--- config.mk ---
export PLATFORM = sky130hd
export DESIGN_NAME = vga_sync_gen
export DESIGN_NICKNAME = d
export VERILOG_FILES = /design/src/rtl/vga_timing_pkg.sv /design/src/rtl/mod_n_counter.sv /design/src/rtl/vga_sync_gen.sv
export SDC_FILE = /design/constraint.sdc
export NUM_CORES = 1
export LEC_CHECK = 0
export CORE_UTILIZATION = 53
export DETAILED_ROUTE_END_ITERATION = 16
export PLACE_DENSITY = 0.93
export SYNTH_ARGS = -nofsm -noshare
export SYNTH_HDL_FRONTEND = slang
export SYNTH_SLANG_ARGS = --single-unit
--- constraint.sdc ---
create_clock -name clock -period 5.1 [get_ports clock]
set_input_delay 1.02 -clock clock [delete_from_list [all_inputs] [get_ports clock]]
set_output_delay 1.02 -clock clock [all_outputs]
set_load 0.01 [all_outputs]
--- src/rtl/vga_timing_pkg.sv ---
// vga_timing_pkg
//   Shared 640x480 @ 60 Hz timing constants for the sync generator, the display
//   path and the game logic, plus the registered control-bundle type and a
//   counter-width helper.
package vga_timing_pkg;

   // Default timing, pixels (horizontal) and lines (vertical).
   localparam int unsigned ClkDiv   = 4;
   localparam int unsigned HDisplay = 640;
   localparam int unsigned HFront   = 16;
   localparam int unsigned HSync    = 96;
   localparam int unsigned HBack    = 48;
   localparam int unsigned VDisplay = 480;
   localparam int unsigned VFront   = 10;
   localparam int unsigned VSync    = 2;
   localparam int unsigned VBack    = 33;

   localparam int unsigned HTotal     = HDisplay + HFront + HSync + HBack;  // 800
   localparam int unsigned VTotal     = VDisplay + VFront + VSync + VBack;  // 525
   localparam int unsigned HSyncStart = HDisplay + HFront;                  // 656
   localparam int unsigned HSyncEnd   = HSyncStart + HSync - 1;             // 751
   localparam int unsigned VSyncStart = VDisplay + VFront;                  // 490
   localparam int unsigned VSyncEnd   = VSyncStart + VSync - 1;             // 491

   // Game logic updates its state here, safely outside the visible area.
   localparam int unsigned RefreshX = 0;
   localparam int unsigned RefreshY = VDisplay + 1;

   // Width of the x/y coordinate outputs.
   localparam int unsigned CoordW = 10;

   // Registered per-pixel control outputs; sync levels are active-low.
   typedef struct packed {
      logic display_on;
      logic hsync;
      logic vsync;
   } vga_ctrl_t;

   localparam vga_ctrl_t CtrlReset = '{display_on: 1'b1, hsync: 1'b1, vsync: 1'b1};

   // Bits needed to hold 0..n-1, never less than one.
   function automatic int unsigned cnt_width(input int unsigned n);
      return (n <= 2) ? 1 : $clog2(n);
   endfunction

endpackage

--- src/rtl/mod_n_counter.sv ---
// mod_n_counter
//   Counts 0..N-1 on enabled clocks and wraps to 0.
//   clk_i        system clock
//   rst_ni       asynchronous active-low reset, count returns to 0
//   en_i         advance enable
//   count_o      current count (registered)
//   count_next_o value the count takes on the next clock edge
//   wrap_o       high when enabled at N-1, i.e. the count wraps on this edge
module mod_n_counter
   import vga_timing_pkg::*;
#(
   parameter int unsigned N = 2,
   parameter int unsigned W = cnt_width(N)
) (
   input  logic         clk_i,
   input  logic         rst_ni,
   input  logic         en_i,
   output logic [W-1:0] count_o,
   output logic [W-1:0] count_next_o,
   output logic         wrap_o
);

   localparam logic [W-1:0] Last = W'(N - 1);

   logic [W-1:0] count_q, count_d;
   logic         at_last;

   // With N == 1, Last is 0 and the count never leaves 0.
   assign at_last = (count_q == Last);

   always_comb begin
      count_d = count_q;
      if (en_i) begin
         count_d = at_last ? '0 : count_q + W'(1);
      end
   end

   always_ff @(posedge clk_i or negedge rst_ni) begin
      if (!rst_ni) begin
         count_q <= '0;
      end else begin
         count_q <= count_d;
      end
   end

   assign count_o      = count_q;
   assign count_next_o = count_d;
   assign wrap_o       = en_i & at_last;

endmodule

--- src/rtl/vga_sync_gen.sv ---
// vga_sync_gen
//   VGA timing generator: divides the system clock down to the pixel rate and
//   produces pixel coordinates, the active-video flag, active-low sync pulses
//   and a once-per-frame strobe.
//   clock       system clock
//   reset_n     asynchronous active-low reset
//   pixel_tick  one-clock enable, once every CLK_DIV clocks
//   x, y        pixel / line coordinates
//   display_on  high inside the visible area (registered)
//   hsync       active-low horizontal sync (registered)
//   vsync       active-low vertical sync (registered)
//   frame_tick  one-clock pulse on the last pixel of each frame
module vga_sync_gen
   import vga_timing_pkg::*;
#(
   parameter int unsigned CLK_DIV   = ClkDiv,
   parameter int unsigned H_DISPLAY = HDisplay,
   parameter int unsigned H_FRONT   = HFront,
   parameter int unsigned H_SYNC    = HSync,
   parameter int unsigned H_BACK    = HBack,
   parameter int unsigned V_DISPLAY = VDisplay,
   parameter int unsigned V_FRONT   = VFront,
   parameter int unsigned V_SYNC    = VSync,
   parameter int unsigned V_BACK    = VBack
) (
   input  logic              clock,
   input  logic              reset_n,
   output logic              pixel_tick,
   output logic [CoordW-1:0] x,
   output logic [CoordW-1:0] y,
   output logic              display_on,
   output logic              hsync,
   output logic              vsync,
   output logic              frame_tick
);

   localparam int unsigned H_TOTAL = H_DISPLAY + H_FRONT + H_SYNC + H_BACK;
   localparam int unsigned V_TOTAL = V_DISPLAY + V_FRONT + V_SYNC + V_BACK;
   localparam int unsigned DivW    = cnt_width(CLK_DIV);

   localparam logic [CoordW-1:0] HDispL   = CoordW'(H_DISPLAY);
   localparam logic [CoordW-1:0] VDispL   = CoordW'(V_DISPLAY);
   localparam logic [CoordW-1:0] HSyncLoL = CoordW'(H_DISPLAY + H_FRONT);
   localparam logic [CoordW-1:0] HSyncHiL = CoordW'(H_DISPLAY + H_FRONT + H_SYNC - 1);
   localparam logic [CoordW-1:0] VSyncLoL = CoordW'(V_DISPLAY + V_FRONT);
   localparam logic [CoordW-1:0] VSyncHiL = CoordW'(V_DISPLAY + V_FRONT + V_SYNC - 1);

   logic [DivW-1:0]   div, div_next;
   logic [CoordW-1:0] x_next, y_next;
   logic              h_wrap, v_wrap;

   // Pixel-rate divider: free running, its wrap is the pixel enable.
   mod_n_counter #(
      .N (CLK_DIV),
      .W (DivW)
   ) u_div (
      .clk_i        (clock),
      .rst_ni       (reset_n),
      .en_i         (1'b1),
      .count_o      (div),
      .count_next_o (div_next),
      .wrap_o       (pixel_tick)
   );

   mod_n_counter #(
      .N (H_TOTAL),
      .W (CoordW)
   ) u_h_cnt (
      .clk_i        (clock),
      .rst_ni       (reset_n),
      .en_i         (pixel_tick),
      .count_o      (x),
      .count_next_o (x_next),
      .wrap_o       (h_wrap)
   );

   mod_n_counter #(
      .N (V_TOTAL),
      .W (CoordW)
   ) u_v_cnt (
      .clk_i        (clock),
      .rst_ni       (reset_n),
      .en_i         (h_wrap),
      .count_o      (y),
      .count_next_o (y_next),
      .wrap_o       (v_wrap)
   );

   // Only the divider's wrap is needed at this level.
   logic unused_div;
   assign unused_div = ^{div, div_next};

   // Vertical wrap already implies pixel_tick, last pixel and last line.
   assign frame_tick = v_wrap;

   // Decode from the next counter values so the registered outputs change on
   // the same edge as x/y.
   vga_ctrl_t ctrl_d, ctrl_q;

   always_comb begin
      ctrl_d            = ctrl_q;
      ctrl_d.display_on = (x_next < HDispL) && (y_next < VDispL);
      ctrl_d.hsync      = !((x_next >= HSyncLoL) && (x_next <= HSyncHiL));
      ctrl_d.vsync      = !((y_next >= VSyncLoL) && (y_next <= VSyncHiL));
   end

   always_ff @(posedge clock or negedge reset_n) begin
      if (!reset_n) begin
         ctrl_q <= CtrlReset;
      end else begin
         ctrl_q <= ctrl_d;
      end
   end

   assign display_on = ctrl_q.display_on;
   assign hsync      = ctrl_q.hsync;
   assign vsync      = ctrl_q.vsync;

endmodule

==> Word-level counts from Yosys, hierarchy flattened <==
Index checks and enable logic that the tools add are counted.
{ "totals": {"register_bits": 25, "input_bits": 2} }
{ "op_classes": {"bitwise": 2, "n_mux": 5, "order_cmp": 6, "n_reduce_logical": 5, "n_eq_ne": 3, "n_addsub": 3} }
{ "op_table": {"columns": ["operator", "n"], "rows": [
  ["10-bit 2-to-1 mux", 4],
  ["10-bit by 1-bit adder with 10-bit output (second input constant)", 2],
  ["10-bit equality test (second input constant)", 2],
  ["10-bit >= comparator (second input constant)", 1],
  ["10-bit by 9-bit >= comparator with 1-bit output (second input constant)", 1],
  ["10-bit <= comparator (second input constant)", 1],
  ["10-bit by 9-bit <= comparator with 1-bit output (second input constant)", 1],
  ["10-bit < comparator (second input constant)", 1],
  ["10-bit by 9-bit < comparator with 1-bit output (second input constant)", 1],
  ["1-bit logical AND", 3],
  ["2-bit by 1-bit adder with 2-bit output (second input constant)", 1],
  ["1-bit bitwise AND", 2],
  ["2-bit equality test (second input constant)", 1],
  ["1-bit zero test", 2],
  ["2-bit 2-to-1 mux", 1]
]} }

==> Depth between registers and ports, before layout <==
Gate-level depths: netlist of run 1.
{ "logic_depth": {"word_depth": 6, "depth_mapped": 8, "depth_no_buf": 7} }

==> Hierarchy <==
A second synthesis of run 1 with hierarchy kept.
{ "hier_totals": {"cells_unflattened": 118, "area_unflattened_um2": 1298.7} }
{ "modules_own_cells": {"columns": ["module", "seq_area_each_um2", "area_each_um2", "cells_each", "n_inst"], "rows": [
  ["mod_n_counter at u_v_cnt", 250.2, 543.0, 53, 1],
  ["mod_n_counter at u_h_cnt", 250.2, 519.2, 46, 1],
  ["vga_sync_gen", 78.8, 142.6, 13, 1],
  ["mod_n_counter at u_div", 50.0, 93.8, 6, 1]
]} }

==> Worst setup path after synthesis of run 1 <==
No wires, ideal clock.
{ "synth_path": {"path_kind": "register to output", "start": "register u_h_cnt.count_q[0] (netlist: u_h_cnt.count_o[0])", "end": "output frame_tick", "path_stages_with_launch": 6, "path_slack_ps": 2406, "t_required_ps": 4080, "arrival_time_ps": 1674, "path_cell_list": "dfrtp_1 -> ha_1 -> nand4_1 -> or4_4 -> buf_6 -> nor2_1"} }
{ "synth_via": {"elab_chain_len": 3} }
{ "synth_lines": {"columns": ["element", "line", "rtl"], "rows": [
  ["start, declared", "mod_n_counter.sv:25", "logic [W-1:0] count_q, count_d;"],
  ["start signal, assigned", "mod_n_counter.sv:42", "count_q <= count_d;"],
  ["10-bit equality test", "mod_n_counter.sv:29", "assign at_last = (count_q == Last);"],
  ["1-bit bitwise AND (2 in series)", "mod_n_counter.sv:48", "assign wrap_o = en_i & at_last;"],
  ["end, declared", "vga_sync_gen.sv:34", "output logic frame_tick"]
]} }
Every way passes these cells.

==> Final worst setup path of run 1 <==
{ "layout_path": {"start": "register u_div.count_q[0] (netlist: u_div.count_o[0])", "end": "output frame_tick"} }
{ "layout_via": {"elab_chain_len": 3} }
{ "layout_lines": {"columns": ["element", "line"], "rows": [
  ["start, declared", "mod_n_counter.sv:25"],
  ["start signal, assigned", "mod_n_counter.sv:42"],
  ["2-bit equality test", "mod_n_counter.sv:29"],
  ["1-bit bitwise AND (2 in series)", "mod_n_counter.sv:48"]
]} }
Every way passes these cells.

==> results.ini, run 1 <==
[global_routing]
grt_antenna_before_repair = 0
grt_use_total_pct = 24.4
grt_pass1_vias = 1048
grt_max_degree = 26
grt_pass1_wl_mm = 4.67
grt.overflow.total = 0

[sta]
setup_violations = 0
finClkSkew_ns = 0.00778
fin_crit_ns = 3.55
fin_crit_sh_pct = 69.7
timing.hold.ws_ns = 0.448
hold_violations = 0
fmax_ghz = 0.281
worst_pin_slew_ns = 1.08
maxSlewHeadroom_pct = 27.9
rsz0062_at_grt = no
finalSetupTns_ns = 0
setup_slack_ns = 1.55
slew_viol_final = 0

[floorplan]
dieArea_sq_um = 2610
die_height_microns = 51.1
pin_count = 27
rows = 17
start_util_pct = 57.2
die_x_microns = 51.1
core-area_sq_um = 2230

[yosys]
synth_adder_area_share_pct = 3.92
ys_types = 35
ys_ff_latch = 25
synth.mux.area_fraction_pct = 1.76
synth_area_sq_um = 1280
synth_top_cell_area_share_pct = 43.1
synth_xor_area_share_pct = 8.91
syn_nets = 129
synth_area_leaders = dfrtp_1, dfstp_2, xnor2_1
synth_compound_area_share_pct = 5.00
ys_seq_area_share_pct = 49.3
ys_warn_count = 0
syn_area_per_cell_sq_um = 10.4
syn_inst = 123
synth-simple-area-share_pct = 28.1
synth_top_family_by_area = simple AND/OR/NAND/NOR gates
yosys.area.top_type = dfrtp_1

[route]
antenna_left = 0
vias_per_cell = 6.10
first_pass_iters = 4
dr_total_vias = 1085
drc = 0
wl_per_cell_microns = 15.9
drtIter0Drc = 33
wl_mm = 2.83

[clocking]
cts-htree-levels = 1
cts_sinks = 25
cts_max_path_buffers = 2
cts_root_buf = clkbuf_4
postCtsHoldBufs = 0
cts_setup_buffers = 0
clk_latency_ns = 0.32
clk_pin_slew_ns = 0.14
ctsResizeCount = 0
cts_tree = done
numCtsBuffers = 3

[place]
gp_congestion = 0.902
dpl_worst_slack_ns = 1.92
placed_area_sq_um = 1550
io_buffers = 26
post-place-cells = 174
dp_hpwl_mm = 2.08

[layout]
drive_gt1_share_pct = 9.33
stdcell_area_sq_um = 1580
antennaDiodeCount = 0
fin_cells = 178
areaGrowthSynthToFinish_pct = 23.9
fin_nets = 157

[critical_path]
arrival_ns = 2.53
crit_path_end_kind = output pin
startpoint_type = flop
required_ns = 4.08
cp_max_fo = 8
crit_type = reg -> out

[pwr]
leakage_nw = 0.642
ir_drop_v = 0.000194
power_density_nw_per_um2 = 186

[hold_path]
hold_path_class = reg -> reg

[status]
status = completed

[job]
drv_cap = 0

[cell usage after synthesis (all sizes together)]
library cell  number
xnor2              8
and4               2
a21oi              2
o21a               1
nor2              15
nor2b              1
nand3              5
mux2               2
nor4b              1
nand2             12
dfstp              3
clkbuf             1
dfrtp             22
nand2b             1
o2bb2ai            1
nor3               7
a31oi              3
ha                 4
nor4               3
or4                2
nand4bb            1
xor2               5
a41oi              1
inv                5
and3               2
nand4              9
buf                2
o21ai              2
[final timing paths]
path / start / end / slack, ns / cells after the start
worst max-delay path: u_div.count_o[0] / frame_tick / 1.55 / 5
worst min-delay path: u_div.count_o[0] / u_div.count_o[0] / 0.45 / 1
worst max register to register: u_div.count_o[0] / vsync / 2.81 / 7
worst min register to register: u_div.count_o[0] / u_div.count_o[0] / 0.45 / 1
max in group asynchronous: reset_n / u_v_cnt.count_o[5] / 3.19 / 1
min in group asynchronous: reset_n / u_v_cnt.count_o[6] / 1.26 / 1
[cell families after synthesis]
family / after synthesis
multiplexers: 2
adder cells (fa/ha/maj): 4
flip-flops: 25
XOR/XNOR: 13
buffers and inverters: 8
AND/OR/NAND/NOR: 61
AO/OA/AOI/OAI: 10
[sequential cells by signal, summed over array words and instances, names as in the netlist]
| name | cells |
|---|---|
| u_v_cnt.count_o | 10 |
| u_div.count_o | 2 |
| u_h_cnt.count_o | 10 |
| display_on | 1 |
| hsync | 1 |
| vsync | 1 |
[report_power, final]
| part | internal [mW] | switching [mW] |
|---|---|---|
| combinational | 0.000672 | 0.00359 |
| clock | 0.0299 | 0.0612 |
| sequential | 0.198 | 0 |
| total | 0.229 | 0.0648 |
[per-stage QoR]
| step | util [%] | power, mW |
|---|---|---|
| after floorplan | - | 0.202 |
| after global placement | 69.5 | 0.206 |
| after detailed placement | 69.5 | 0.207 |
| after CTS | 70.9 | 0.297 |
| after global routing | 70.9 | 0.305 |
| final | 70.9 | 0.294 |
[per-layer routing]
metal | track usage, % | routed length (microns) | vias up
li1 | - | - | 490
met1 | 31.8 | 1210 | 543
met2 | 39.9 | 1430 | 44
met3 | 4.17 | 123 | 8
met4 | 10.2 | 63 | 0
met5 | 0 | 0 | -
[layout by cell type, fill, tap and decap left out, types with 2 or more instances in the layout]
cell type        synthesis  routed
a21oi_1                  2       2
a31oi_1                  3       3
and3_1                   2       2
and4_1                   2       2
clkbuf_4                 0       3
clkdlybuf4s50_1          0      26
dfrtp_1                 22      22
dfstp_2                  3       3
ha_1                     4       4
inv_1                    4       4
nand2_1                 12      12
nand3_1                  5       5
nand4_1                  9       9
nor2_1                  15      15
nor3_1                   5       5
nor3_2                   2       2
nor4_1                   2       2
xnor2_1                  8       8
xor2_1                   5       5
[worst max-delay path, cell delays in order, from the launching register on]
cell	delay (ns)
dfrtp_1	0.38
ha_1	0.31
inv_2	0.14
or4_4	0.60
nor2_1	0.21
clkdlybuf4s50_1	0.58
[cell type report]
| type | instances | area, sq um |
|---|---|---|
| fillers | 169 | 651 |
| flip-flops and latches | 25 | 629 |
| multi-input cells | 90 | 609 |
| repair buffers | 26 | 260 |
| well taps | 28 | 35.0 |
| clock buffers | 3 | 22.5 |
| inverters | 5 | 18.8 |
| clock inverters | 1 | 7.51 |
Note: power is estimated with default switching activity, not from simulation.
==> inputs of run 2 (changes only) <==
--- a/config.mk
+++ b/config.mk
@@ -5,9 +5,9 @@
 export SDC_FILE = /design/constraint.sdc
 export NUM_CORES = 1
 export LEC_CHECK = 0
-export CORE_UTILIZATION = 53
+export CORE_UTILIZATION = 50
 export DETAILED_ROUTE_END_ITERATION = 16
-export PLACE_DENSITY = 0.93
+export PLACE_DENSITY = 0.89
 export SYNTH_ARGS = -nofsm -noshare
 export SYNTH_HDL_FRONTEND = slang
 export SYNTH_SLANG_ARGS = --single-unit
==> constraint.sdc (replaced) <==
create_clock -name clock -period 3.6 [get_ports clock]
set_input_delay 0.72 -clock clock [delete_from_list [all_inputs] [get_ports clock]]
set_output_delay 0.72 -clock clock [all_outputs]
set_load 0.01 [all_outputs]
==> results.ini, run 2 (synthesized netlist as in run 1, its figures left out) <==
[status]
status = completed

[critical_path]
crit_type = reg -> out
critPathSlowestCell = clkdlybuf4s50_1
cp_top_family = simple AND/OR/NAND/NOR gates
worstPathCellList = ha_1 > nand4_1 > or4_4 > nor2_1 > clkdlybuf4s50_1
cp_max_fo = 7  ; -1
r2r_slack_ns = 1.25  ; -1.56 ns
required_ns = 2.88  ; -1.20 ns
slowest_delay_ns = 0.58  ; -0.02 ns
crit_path_end_kind = output pin
startpoint_type = flop
arrival_ns = 2.59  ; +0.06 ns
crit_buf_inv = 1  ; -1

[route]
wl_mm = 2.62  ; -7.3%
drtIter0Drc = 25  ; -24%
drc = 0  ; unchanged
antenna_left = 0  ; unchanged
dr_total_vias = 1055  ; -2.8%
vias_per_cell = 5.93  ; -2.8%
wl_per_cell_microns = 14.7  ; -7.3%
first_pass_iters = 4  ; unchanged

[layout]
multi_input_area_sq_um = 609  ; unchanged
seq_area_sq_um = 629  ; unchanged
fin_nets = 157  ; unchanged
stdcell_area_sq_um = 1580  ; -0.24%
areaGrowthSynthToFinish_pct = 23.6
final_common_cell = clkdlybuf4s50_1
antennaDiodeCount = 0  ; unchanged
layout_common_cells = clkdlybuf4s50_1, dfrtp_1, nor2_1, nand2_1, nand4_1
fill_cells = 173  ; +2.4%
drive_gt1_share_pct = 8.67  ; -0.67 points

[clocking]
clk_latency_ns = 0.32  ; about the same
cts_setup_buffers = 0  ; unchanged
cts_max_path_buffers = 2  ; unchanged
cts-htree-levels = 1  ; unchanged
cts_root_buf = clkbuf_4
cts_tree = done
postCtsHoldBufs = 0  ; unchanged
numCtsBuffers = 3  ; unchanged
cts_sinks = 25  ; unchanged
clk_pin_slew_ns = 0.13  ; about the same
ctsResizeCount = 0  ; unchanged

[floorplan]
start_util_pct = 55.1  ; -2.1 points
die_height_microns = 52.5  ; +2.8%
rows = 17  ; unchanged
die_x_microns = 52.5  ; +2.8%
dieArea_sq_um = 2760  ; +5.8%
pin_count = 27  ; unchanged
core-area_sq_um = 2320  ; +3.8%

[global_routing]
grt_use_total_pct = 22.1  ; -2.3 points
grt_antenna_before_repair = 0  ; unchanged
grt_max_degree = 26  ; unchanged
grt_pass1_wl_mm = 4.46  ; -4.4%
grt_pass1_vias = 975  ; -7.0%
grt.overflow.total = 0  ; unchanged

[job]
drv_cap = 0  ; unchanged

[place]
dp_hpwl_mm = 1.95  ; -6.4%
gp_congestion = 0.872  ; -3.3%
io_buffers = 26  ; unchanged
placed_area_sq_um = 1550  ; unchanged
dpl_worst_slack_ns = 0.702  ; -1.22 ns

[sta]
rsz0062_at_grt = no
setup_violations = 0  ; unchanged
hold_violations = 0  ; unchanged
slew_viol_final = 0  ; unchanged
timing.hold.ws_ns = 0.443  ; -0.00452 ns
finalSetupTns_ns = 0  ; unchanged
fin_crit_sh_pct = 91.8
setup_slack_ns = 0.295  ; -1.25 ns
finClkSkew_ns = 0.00312  ; -0.00466 ns
fmax_ghz = 0.303
maxSlewHeadroom_pct = 27.7  ; -0.23 points
worst_pin_slew_ns = 1.08  ; +0.00340 ns
fin_crit_ns = 3.31

[pwr]
power_frac_clock_pct = 30.7  ; -0.3 points
switching_share_pct = 21.4  ; -0.65 points
ir_drop_v = 0.000223  ; +15%
p_switching_mw = 0.0886  ; +37%
seq_power_share_pct = 67.9  ; +0.4 points
combPwrFrac_pct = 1.5  ; about the same
p_int_mw = 0.325  ; +42%
leakage_nw = 0.643  ; +0.16%
power_density_nw_per_um2 = 262  ; +41%

[hold_path]
hold_path_class = reg -> reg

[run 2: cell types whose count changed in the layout (fill, tap and decap cells not counted), sizes merged]
cell      previous run  this run
clkbuf               3         4
clkinvlp             1         0
[run 2: path summary, 6_finish.rpt]
check / startpoint / end / cells after the start
max: u_h_cnt.count_o[0] / frame_tick / 5
min reg2reg: u_div.count_o[0] / u_div.count_o[0] / 1
max in group asynchronous: reset_n / u_h_cnt.count_o[4] / 1
min: u_div.count_o[0] / u_div.count_o[0] / 1
min in group asynchronous: reset_n / u_v_cnt.count_o[6] / 1
max reg2reg: u_h_cnt.count_o[0] / vsync / 7
[run 2: metal layers]
| layer | vias to the layer above | routed length (microns) | global-route usage (%) |
|---|---|---|---|
| li1 | 496 | - | - |
| met1 | 518 | 1180 | 28.9 |
| met2 | 37 | 1290 | 37.3 |
| met3 | 4 | 122 | 2.61 |
| met4 | 0 | 34 | 7.89 |
| met5 | - | 0 | 0 |
[run 2: cell type report]
cell class                 count  share of cell area [%]
tap                           28                    2.22
clock buffer                   4                    1.66
timing repair buffer          26                    16.5
inverter                       5                    1.19
sequential                    25                    39.9
multi-input combinational     90                    38.6
[run 2: per-stage QoR]
| step | power [mW] | std cells | utilization [%] |
|---|---|---|---|
| 6_report | 0.414 | 178 | 68.1 |
| 4_1_cts | 0.415 | 178 | 68.1 |
| 2_1_floorplan | 0.286 | 123 | - |
| 3_3_place_gp | 0.293 | 174 | 67.0 |
| 3_5_place_dp | 0.293 | 174 | 67.0 |
| 5_1_grt | 0.428 | 178 | 68.1 |
[run 2: power by group through the flow]
stage | logic (mW) | registers [mW] | clock network (mW)
5_1_grt | 0.00741 | 0.281 | 0.139
3_5_place_dp | 0.00667 | 0.286 | 0
4_1_cts | 0.00665 | 0.281 | 0.127
3_3_place_gp | 0.00633 | 0.286 | 0
6_report | 0.00605 | 0.281 | 0.127
2_1_floorplan | 0.000000223 | 0.286 | 0
